[config.mk]
export PLATFORM = sky130hd
export DESIGN_NAME = cordic_channel_scheduler_flat
export DESIGN_NICKNAME = d
export VERILOG_FILES = /design/src/rtl/cordic_channel_scheduler_pkg.sv /design/src/rtl/cordic_channel_scheduler_if.sv /design/src/rtl/cordic_channel_scheduler_rr_arbiter.sv /design/src/rtl/cordic_channel_scheduler.sv /design/src/flat_wrapper.sv
export SDC_FILE = /design/constraint.sdc
export NUM_CORES = 1
export LEC_CHECK = 0
export ABC_CLOCK_PERIOD_IN_PS = 3100
export CORE_MARGIN = 8
export CORE_UTILIZATION = 50
export CTS_CLUSTER_SIZE = 14
export DETAILED_ROUTE_END_ITERATION = 10
export DONT_BUFFER_PORTS = 1
export SETUP_SLACK_MARGIN = 0.15
export SLEW_MARGIN = 20
export SYNTH_ARGS = -nofsm -noshare
export SYNTH_HDL_FRONTEND = slang
export SYNTH_HIERARCHICAL = 1
export SYNTH_SLANG_ARGS = --single-unit
[constraint.sdc]
create_clock -name clk -period 3.1 [get_ports clk]
set_input_delay 0.775 -clock clk [delete_from_list [all_inputs] [get_ports clk]]
set_output_delay 0.775 -clock clk [all_outputs]
set_load 0.005 [all_outputs]
[src/rtl/cordic_channel_scheduler_pkg.sv]
// ---------------------------------------------------------------------------
// cordic_channel_scheduler_pkg
// Shared settings for the CORDIC channel scheduler: data width, channel
// count, core latency, the tag that travels beside each sample through the
// core, and a small modulo-NUM_CH helper used by the round-robin arbiter.
// ---------------------------------------------------------------------------
package cordic_channel_scheduler_pkg;

  localparam int SIZE_DATA      = 16;
  localparam int NUM_CH         = 4;
  localparam int CORDIC_LATENCY = 18;
  localparam int CH_W           = $clog2(NUM_CH);

  // Tag carried alongside a sample while it is inside the core
  typedef struct packed {
    logic            vld;
    logic [CH_W-1:0] ch;
  } sched_tag_t;

  // Fold a value in [0, 2*NUM_CH) back into [0, NUM_CH)
  function automatic logic [CH_W-1:0] ch_wrap(input logic [CH_W:0] val);
    logic [CH_W:0] res;
    res = (val >= (CH_W+1)'(NUM_CH)) ? (val - (CH_W+1)'(NUM_CH)) : val;
    return res[CH_W-1:0];
  endfunction

endpackage

[src/rtl/cordic_channel_scheduler_if.sv]
// ---------------------------------------------------------------------------
// cordic_channel_scheduler_if
// Bundles the requester handshake, the core issue/return path and the
// result stream of the scheduler.
//   slave  : view of the scheduler itself
//   master : view of the surroundings (requesters, core, result consumer)
// Signals:
//   ch_enable / req_valid / req_i / req_q  requester side, packed per channel
//   req_ready                              one-hot (or zero) grant
//   core_vld / core_i / core_q             registered sample towards the core
//   core_amp / core_ph                     core outputs, fixed latency later
//   res_valid / res_ch / res_amp / res_ph  tagged result stream
//   busy                                   something still in flight
// ---------------------------------------------------------------------------
interface cordic_channel_scheduler_if;
  import cordic_channel_scheduler_pkg::*;

  logic [NUM_CH-1:0]           ch_enable;
  logic [NUM_CH-1:0]           req_valid;
  logic [NUM_CH-1:0]           req_ready;
  logic [NUM_CH*SIZE_DATA-1:0] req_i;
  logic [NUM_CH*SIZE_DATA-1:0] req_q;
  logic                        core_vld;
  logic [SIZE_DATA-1:0]        core_i;
  logic [SIZE_DATA-1:0]        core_q;
  logic [SIZE_DATA-1:0]        core_amp;
  logic [SIZE_DATA-1:0]        core_ph;
  logic                        res_valid;
  logic [CH_W-1:0]             res_ch;
  logic [SIZE_DATA-1:0]        res_amp;
  logic [SIZE_DATA-1:0]        res_ph;
  logic                        busy;

  modport slave (
    input  ch_enable, req_valid, req_i, req_q, core_amp, core_ph,
    output req_ready, core_vld, core_i, core_q,
           res_valid, res_ch, res_amp, res_ph, busy
  );

  modport master (
    output ch_enable, req_valid, req_i, req_q, core_amp, core_ph,
    input  req_ready, core_vld, core_i, core_q,
           res_valid, res_ch, res_amp, res_ph, busy
  );

endinterface

[src/rtl/cordic_channel_scheduler_rr_arbiter.sv]
// ---------------------------------------------------------------------------
// rr_arbiter
// Combinational round-robin arbiter with a registered start pointer.
// Ports:
//   clk, reset    clock, asynchronous active-low reset
//   req_i         per-channel request
//   enable_i      per-channel enable; a disabled channel is never granted
//   grant_o       one-hot grant, zero when nothing is eligible
//   grant_idx_o   index of the granted channel (valid with grant_vld_o)
//   grant_vld_o   a grant is being issued this cycle
// Every grant is a transfer (a grant implies a request), so the pointer
// advances to the channel after the winner whenever grant_vld_o is high.
// ---------------------------------------------------------------------------
module rr_arbiter
  import cordic_channel_scheduler_pkg::*;
(
  input  logic              clk,
  input  logic              reset,
  input  logic [NUM_CH-1:0] req_i,
  input  logic [NUM_CH-1:0] enable_i,
  output logic [NUM_CH-1:0] grant_o,
  output logic [CH_W-1:0]   grant_idx_o,
  output logic              grant_vld_o
);

  logic [CH_W-1:0]   ptr_q;
  logic [CH_W-1:0]   ptr_d;
  logic [NUM_CH-1:0] eligible_s;
  logic [CH_W-1:0]   cand_s;
  logic [CH_W-1:0]   idx_s;
  logic              found_s;

  assign eligible_s = req_i & enable_i;

  // Search from the pointer, wrapping, and pick the first eligible channel
  always_comb begin
    found_s = 1'b0;
    idx_s   = '0;
    cand_s  = '0;
    for (int off = 0; off < NUM_CH; off++) begin
      cand_s = ch_wrap({1'b0, ptr_q} + (CH_W+1)'(off));
      if (!found_s && eligible_s[cand_s]) begin
        found_s = 1'b1;
        idx_s   = cand_s;
      end else begin
        found_s = found_s;
      end
    end
  end

  // Decode the winner into a one-hot grant and the next pointer value
  always_comb begin
    grant_o = '0;
    ptr_d   = ptr_q;
    if (found_s) begin
      grant_o[idx_s] = 1'b1;
      ptr_d          = ch_wrap({1'b0, idx_s} + (CH_W+1)'(1));
    end else begin
      ptr_d = ptr_q;
    end
  end

  // Round-robin start pointer
  always_ff @(posedge clk or negedge reset) begin
    if (!reset) begin
      ptr_q <= '0;
    end else begin
      ptr_q <= ptr_d;
    end
  end

  assign grant_idx_o = idx_s;
  assign grant_vld_o = found_s;

endmodule

[src/rtl/cordic_channel_scheduler.sv]
// ---------------------------------------------------------------------------
// cordic_channel_scheduler
// Shares one fixed-latency, fully pipelined CORDIC vectoring core among
// NUM_CH I/Q requesters. At most one sample per cycle is granted by a
// round-robin arbiter and registered into the core; a {vld, ch} tag pipe
// runs beside the core so each result leaves labelled with its source.
// Ports:
//   clk    rising-edge clock
//   reset  asynchronous active-low reset
//   bus    scheduler view (slave) of cordic_channel_scheduler_if
// Timing: a handshake at edge k registers core_i/core_q at edge k, the tag
// enters the pipe at edge k+1 and the result register loads at edge
// k+CORDIC_LATENCY+1, the same edge at which the core output is sampled.
// ---------------------------------------------------------------------------
module cordic_channel_scheduler
  import cordic_channel_scheduler_pkg::*;
(
  input  logic                        clk,
  input  logic                        reset,
  cordic_channel_scheduler_if.slave   bus
);

  logic [NUM_CH-1:0]    grant_s;
  logic [CH_W-1:0]      grant_idx_s;
  logic                 grant_vld_s;
  logic [SIZE_DATA-1:0] sel_i_s;
  logic [SIZE_DATA-1:0] sel_q_s;

  logic                 core_vld_q;
  logic [CH_W-1:0]      core_ch_q;
  logic [SIZE_DATA-1:0] core_i_q;
  logic [SIZE_DATA-1:0] core_q_q;
  logic [SIZE_DATA-1:0] core_i_d;
  logic [SIZE_DATA-1:0] core_q_d;

  sched_tag_t           tag_q [CORDIC_LATENCY];
  sched_tag_t           tail_s;
  logic                 any_tag_s;

  logic                 res_valid_q;
  logic [CH_W-1:0]      res_ch_q;
  logic [SIZE_DATA-1:0] res_amp_q;
  logic [SIZE_DATA-1:0] res_ph_q;
  logic                 busy_q;
  logic                 busy_d;

  rr_arbiter u_arb (
    .clk         (clk),
    .reset       (reset),
    .req_i       (bus.req_valid),
    .enable_i    (bus.ch_enable),
    .grant_o     (grant_s),
    .grant_idx_o (grant_idx_s),
    .grant_vld_o (grant_vld_s)
  );

  // Grants are suppressed while reset is asserted so ready reads 0 then
  assign bus.req_ready = grant_s & {NUM_CH{reset}};

  // One-hot AND-OR mux of the granted channel's sample
  always_comb begin
    sel_i_s = '0;
    sel_q_s = '0;
    for (int c = 0; c < NUM_CH; c++) begin
      sel_i_s = sel_i_s | (bus.req_i[c*SIZE_DATA +: SIZE_DATA] & {SIZE_DATA{grant_s[c]}});
      sel_q_s = sel_q_s | (bus.req_q[c*SIZE_DATA +: SIZE_DATA] & {SIZE_DATA{grant_s[c]}});
    end
  end

  // Issue data holds its last value when nothing is granted
  always_comb begin
    core_i_d = core_i_q;
    core_q_d = core_q_q;
    if (grant_vld_s) begin
      core_i_d = sel_i_s;
      core_q_d = sel_q_s;
    end else begin
      core_i_d = core_i_q;
      core_q_d = core_q_q;
    end
  end

  // Issue registers towards the core
  always_ff @(posedge clk or negedge reset) begin
    if (!reset) begin
      core_vld_q <= 1'b0;
      core_ch_q  <= '0;
      core_i_q   <= '0;
      core_q_q   <= '0;
    end else begin
      core_vld_q <= grant_vld_s;
      core_ch_q  <= grant_vld_s ? grant_idx_s : core_ch_q;
      core_i_q   <= core_i_d;
      core_q_q   <= core_q_d;
    end
  end

  // Tag pipe: never stalls, cleared by reset so in-flight samples vanish
  always_ff @(posedge clk or negedge reset) begin
    if (!reset) begin
      for (int s = 0; s < CORDIC_LATENCY; s++) begin
        tag_q[s] <= '0;
      end
    end else begin
      tag_q[0] <= {core_vld_q, core_ch_q};
      for (int s = 1; s < CORDIC_LATENCY; s++) begin
        tag_q[s] <= tag_q[s-1];
      end
    end
  end

  assign tail_s = tag_q[CORDIC_LATENCY-1];

  // Any valid tag still travelling through the core
  always_comb begin
    any_tag_s = 1'b0;
    for (int s = 0; s < CORDIC_LATENCY; s++) begin
      any_tag_s = any_tag_s | tag_q[s].vld;
    end
  end

  // Registered busy: OR of the next-cycle valid bits of every holding stage
  // (issue register, tag pipe, result register), so it drops the cycle
  // after the last result strobe.
  assign busy_d = grant_vld_s | core_vld_q | any_tag_s;

  // Result registers: capture the core output when the tag tail is valid
  always_ff @(posedge clk or negedge reset) begin
    if (!reset) begin
      res_valid_q <= 1'b0;
      res_ch_q    <= '0;
      res_amp_q   <= '0;
      res_ph_q    <= '0;
      busy_q      <= 1'b0;
    end else begin
      res_valid_q <= tail_s.vld;
      res_ch_q    <= tail_s.vld ? tail_s.ch    : res_ch_q;
      res_amp_q   <= tail_s.vld ? bus.core_amp : res_amp_q;
      res_ph_q    <= tail_s.vld ? bus.core_ph  : res_ph_q;
      busy_q      <= busy_d;
    end
  end

  assign bus.core_vld  = core_vld_q;
  assign bus.core_i    = core_i_q;
  assign bus.core_q    = core_q_q;
  assign bus.res_valid = res_valid_q;
  assign bus.res_ch    = res_ch_q;
  assign bus.res_amp   = res_amp_q;
  assign bus.res_ph    = res_ph_q;
  assign bus.busy      = busy_q;

endmodule
[src/flat_wrapper.sv]
// flat-port wrapper written by rule: the top's interface ports become plain ports
module cordic_channel_scheduler_flat import cordic_channel_scheduler_pkg::*;
  (clk, reset, bus_ch_enable, bus_req_valid, bus_req_i, bus_req_q, bus_core_amp, bus_core_ph, bus_req_ready, bus_core_vld, bus_core_i, bus_core_q, bus_res_valid, bus_res_ch, bus_res_amp, bus_res_ph, bus_busy);
  cordic_channel_scheduler_if bus_i ();
  input  logic clk;
  input  logic reset;
  input wire logic [$bits(bus_i.ch_enable)-1:0] bus_ch_enable;
  input wire logic [$bits(bus_i.req_valid)-1:0] bus_req_valid;
  input wire logic [$bits(bus_i.req_i)-1:0] bus_req_i;
  input wire logic [$bits(bus_i.req_q)-1:0] bus_req_q;
  input wire logic [$bits(bus_i.core_amp)-1:0] bus_core_amp;
  input wire logic [$bits(bus_i.core_ph)-1:0] bus_core_ph;
  output wire logic [$bits(bus_i.req_ready)-1:0] bus_req_ready;
  output wire logic [$bits(bus_i.core_vld)-1:0] bus_core_vld;
  output wire logic [$bits(bus_i.core_i)-1:0] bus_core_i;
  output wire logic [$bits(bus_i.core_q)-1:0] bus_core_q;
  output wire logic [$bits(bus_i.res_valid)-1:0] bus_res_valid;
  output wire logic [$bits(bus_i.res_ch)-1:0] bus_res_ch;
  output wire logic [$bits(bus_i.res_amp)-1:0] bus_res_amp;
  output wire logic [$bits(bus_i.res_ph)-1:0] bus_res_ph;
  output wire logic [$bits(bus_i.busy)-1:0] bus_busy;
  assign bus_i.ch_enable = bus_ch_enable;
  assign bus_i.req_valid = bus_req_valid;
  assign bus_i.req_i = bus_req_i;
  assign bus_i.req_q = bus_req_q;
  assign bus_i.core_amp = bus_core_amp;
  assign bus_i.core_ph = bus_core_ph;
  assign bus_req_ready = bus_i.req_ready;
  assign bus_core_vld = bus_i.core_vld;
  assign bus_core_i = bus_i.core_i;
  assign bus_core_q = bus_i.core_q;
  assign bus_res_valid = bus_i.res_valid;
  assign bus_res_ch = bus_i.res_ch;
  assign bus_res_amp = bus_i.res_amp;
  assign bus_res_ph = bus_i.res_ph;
  assign bus_busy = bus_i.busy;
  cordic_channel_scheduler u_core (.clk(clk), .reset(reset), .bus(bus_i));
endmodule
==> results.py <==
metrics = {
    "floorplanning": {
        "design.die.area_um2": 13400,
        "initial_utilization": 0.511,
        "fp.dieW_um": 116,
        "pin_count": 243,
        "dieHeight_um": 116,
        "core_area_um2": 9730,
        "rows": 36,
    },
    "drt": {
        "drc": 0,
        "drtIter0Drc": 238,
        "drt_pass1_iterations": 5,
        "vias_per_cell": 6.03,
        "wl_per_cell_um": 26.0,
        "ant_nets": 0,
        "routed_wirelength_um": 12900,
        "num_vias": 2997,
    },
    "global_route": {
        "track_usage": 0.189,
        "grt_pass1_vias": 3245,
        "grt_pass1_wl_um": 18800,
        "gr-total-overflow": 0,
        "grt_max_degree": 132,
        "antenna_found_initial": 0,
    },
    "power_and_ir_drop": {
        "power.ir.vdd_worst_mv": 0.346,
        "p_per_area_nw_per_um2": 820,
        "leakage_nw": 2.37,
    },
    "worst_setup_path": {
        "slowest_stage": "dfrtp_1",
        "critPathLaunchType": "flip-flop",
        "worst-path-buf-inv": 0,
        "r2r-start": "u_core/u_arb/ptr_q[1]",
        "crit_chain": "nand3_1 -> a32oi_1 -> a311o_1 -> nand2_1 -> nor2_2 -> and2_1",
        "critPathArrivalTime_ns": 1.99,
        "end_kind": "output port",
        "critPathMaxFanout": 5,
        "cp_slowest_stage_delay_ns": 0.39,
        "cp.required_ns": 2.32,
        "critPathLaunch": "u_core/u_arb/ptr_q[1]",
        "worstSetupPathType": "reg -> out",
        "path_delay_family": "simple AND/OR/NAND/NOR gates",
    },
    "timing": {
        "final_hold_viol_count": 57,
        "period_share": 0.891,
        "relSlewSlack": 0.270,
        "timing.hold.ws_ns": -0.0324,
        "rsz0062_at_grt": "false",
        "timing.fmax_mhz": 362,
        "setup_tns_ns": 0,
        "tightest_slew_ns": 1.10,
        "layout_setup_ws_ns": 0.338,
        "setup_viol": 0,
        "skew_ns": 0.00669,
        "fin_crit_ns": 2.76,
        "slew_violations": 0,
    },
    "final_layout": {
        "area_growth_pct": 10.5,
        "nets": 522,
        "mostFrequentLayoutCells": "dfrtp_1 (126), a22oi_1 (64), nor2_1 (35)",
        "n_antenna_cell": 0,
        "final_common_cell": "dfrtp_1",
        "final_layout_size_suffix_gt1_frac": 0.209,
    },
    "status": {
        "violations": "negative hold slack",
        "status": "finished, violations left",
    },
    "worst_hold_path": {
        "hp-class": "in -> async",
    },
    "clock_network": {
        "post_cts_buffers": 0,
        "cts_made_buffers": 17,
        "cts_root_buf": "clkbuf_8",
        "cts_tree": "done",
        "cts_sinks": 127,
        "clk_latency_ns": 0.50,
        "cts_max_level": 4,
        "clk_pin_slew_ns": 0.06,
        "cts-resized-gates": 0,
        "cts_buffer_depth": 2,
    },
    "place": {
        "dp_slack_ns": 0.484,
        "gp_congestion": 0.831,
        "place.port_buffers": 0,
        "dp_hpwl_um": 8930,
    },
    "synthesis": {
        "synth_area_leader_cell": "dfrtp_1",
        "avgSynthCellArea_um2": 14.0,
        "syn_nets": 525,
        "ys_types": 27,
        "yosys_warnings": 6,
        "synth_largest_type_area_fraction": 0.639,
        "synth_edf_count": 0,
        "syn_inst": 355,
        "synth_area_leaders": "dfrtp_1 (64%), a22oi_1 (9.7%), mux2_4 (9.1%)",
        "synth.yosys.seq_area_share": 0.639,
        "synthFlopType": "dfrtp_1",
        "synth_area_um2": 4970,
        "async_reset_ff_frac": 1.00,
        "synth-seq-cells": 127,
    },
    "flow_run": {
        "drv_cap": 0,
    },
}
## logic make-up (layout without fill, tap and decap cells)
logic type,count (synthesis),count (layout),synth area share
compound gates,101,101,0.146
buf+inv,29,38,0.0524
flops,127,127,0.639
mux,36,36,0.104
simple gates,62,62,0.0576
## path summary, 6_finish.rpt
check,end,slack (ns),cells after the start
min in group clk,u_core/tag_q[22],0.34,0
max in group asynchronous,u_core/tag_q[2],2.91,0
worst min register to register,u_core/tag_q[22],0.34,0
worst max-delay path,bus_req_ready[0],0.34,6
worst max register to register,u_core/bus.core_q[12],0.95,8
worst min-delay path,u_core/bus.res_ch[1],-0.03,0
## cells in the mapped netlist, types with 2 or more instances
master,number
buf_4,4
and2_1,5
a22oi_1,64
nor2_1,37
dfrtp_1,127
buf_2,10
nor4_1,5
mux2_2,6
mux2_4,30
inv_1,2
a31oi_1,32
buf_6,10
nand2_1,5
nand3_1,3
buf_12,3
## per-stage QoR
stage               power (mW)   util  instances  instance area (µm²)
finish                    4.51  0.564        497                 5490
global route              4.73  0.564        497                 5490
CTS                       4.56  0.564        497                 5490
detailed placement        2.67  0.507        466                 4930
global placement          2.66  0.507        466                 4930
floorplan                 2.55      -        355                 4970
## layout make-up
| cell class | count | area, µm² |
|---|---|---|
| multi-input cells | 199 | 1540 |
| well taps | 133 | 166 |
| clock inverters | 10 | 114 |
| fillers | 829 | 4240 |
| flip-flops and latches | 127 | 3180 |
| inverters | 2 | 7.51 |
| clock buffers | 21 | 449 |
| repair buffers | 5 | 37.5 |
## power breakdown
part / switching (mW) / total, mW / internal (mW) / leakage [nW]
clock: 0.687 / 1.87 / 1.18 / 0.278
combinational: 0.239 / 0.467 / 0.228 / 0.599
sequential: 0.221 / 2.17 / 1.95 / 1.49
## state kept, by name, summed over array words and instances (netlist names)
| register | flops |
|---|---|
| u_core/bus.res_ph | 16 |
| u_core/bus.busy | 1 |
| u_core/tag_q | 54 |
| u_core/u_arb/ptr_q | 2 |
| u_core/bus.core_vld | 1 |
| u_core/bus.core_q | 16 |
| u_core/core_ch_q | 2 |
| u_core/bus.res_ch | 2 |
| u_core/bus.res_valid | 1 |
| u_core/bus.res_amp | 16 |
| u_core/bus.core_i | 16 |
## routing by layer
layer  track usage  share of wire
met1         0.234           0.40
met2         0.279           0.46
met3        0.0943           0.12
met4        0.0726          0.016
met5             0              0
No activity file was read; power rests on OpenSTA's default activity.
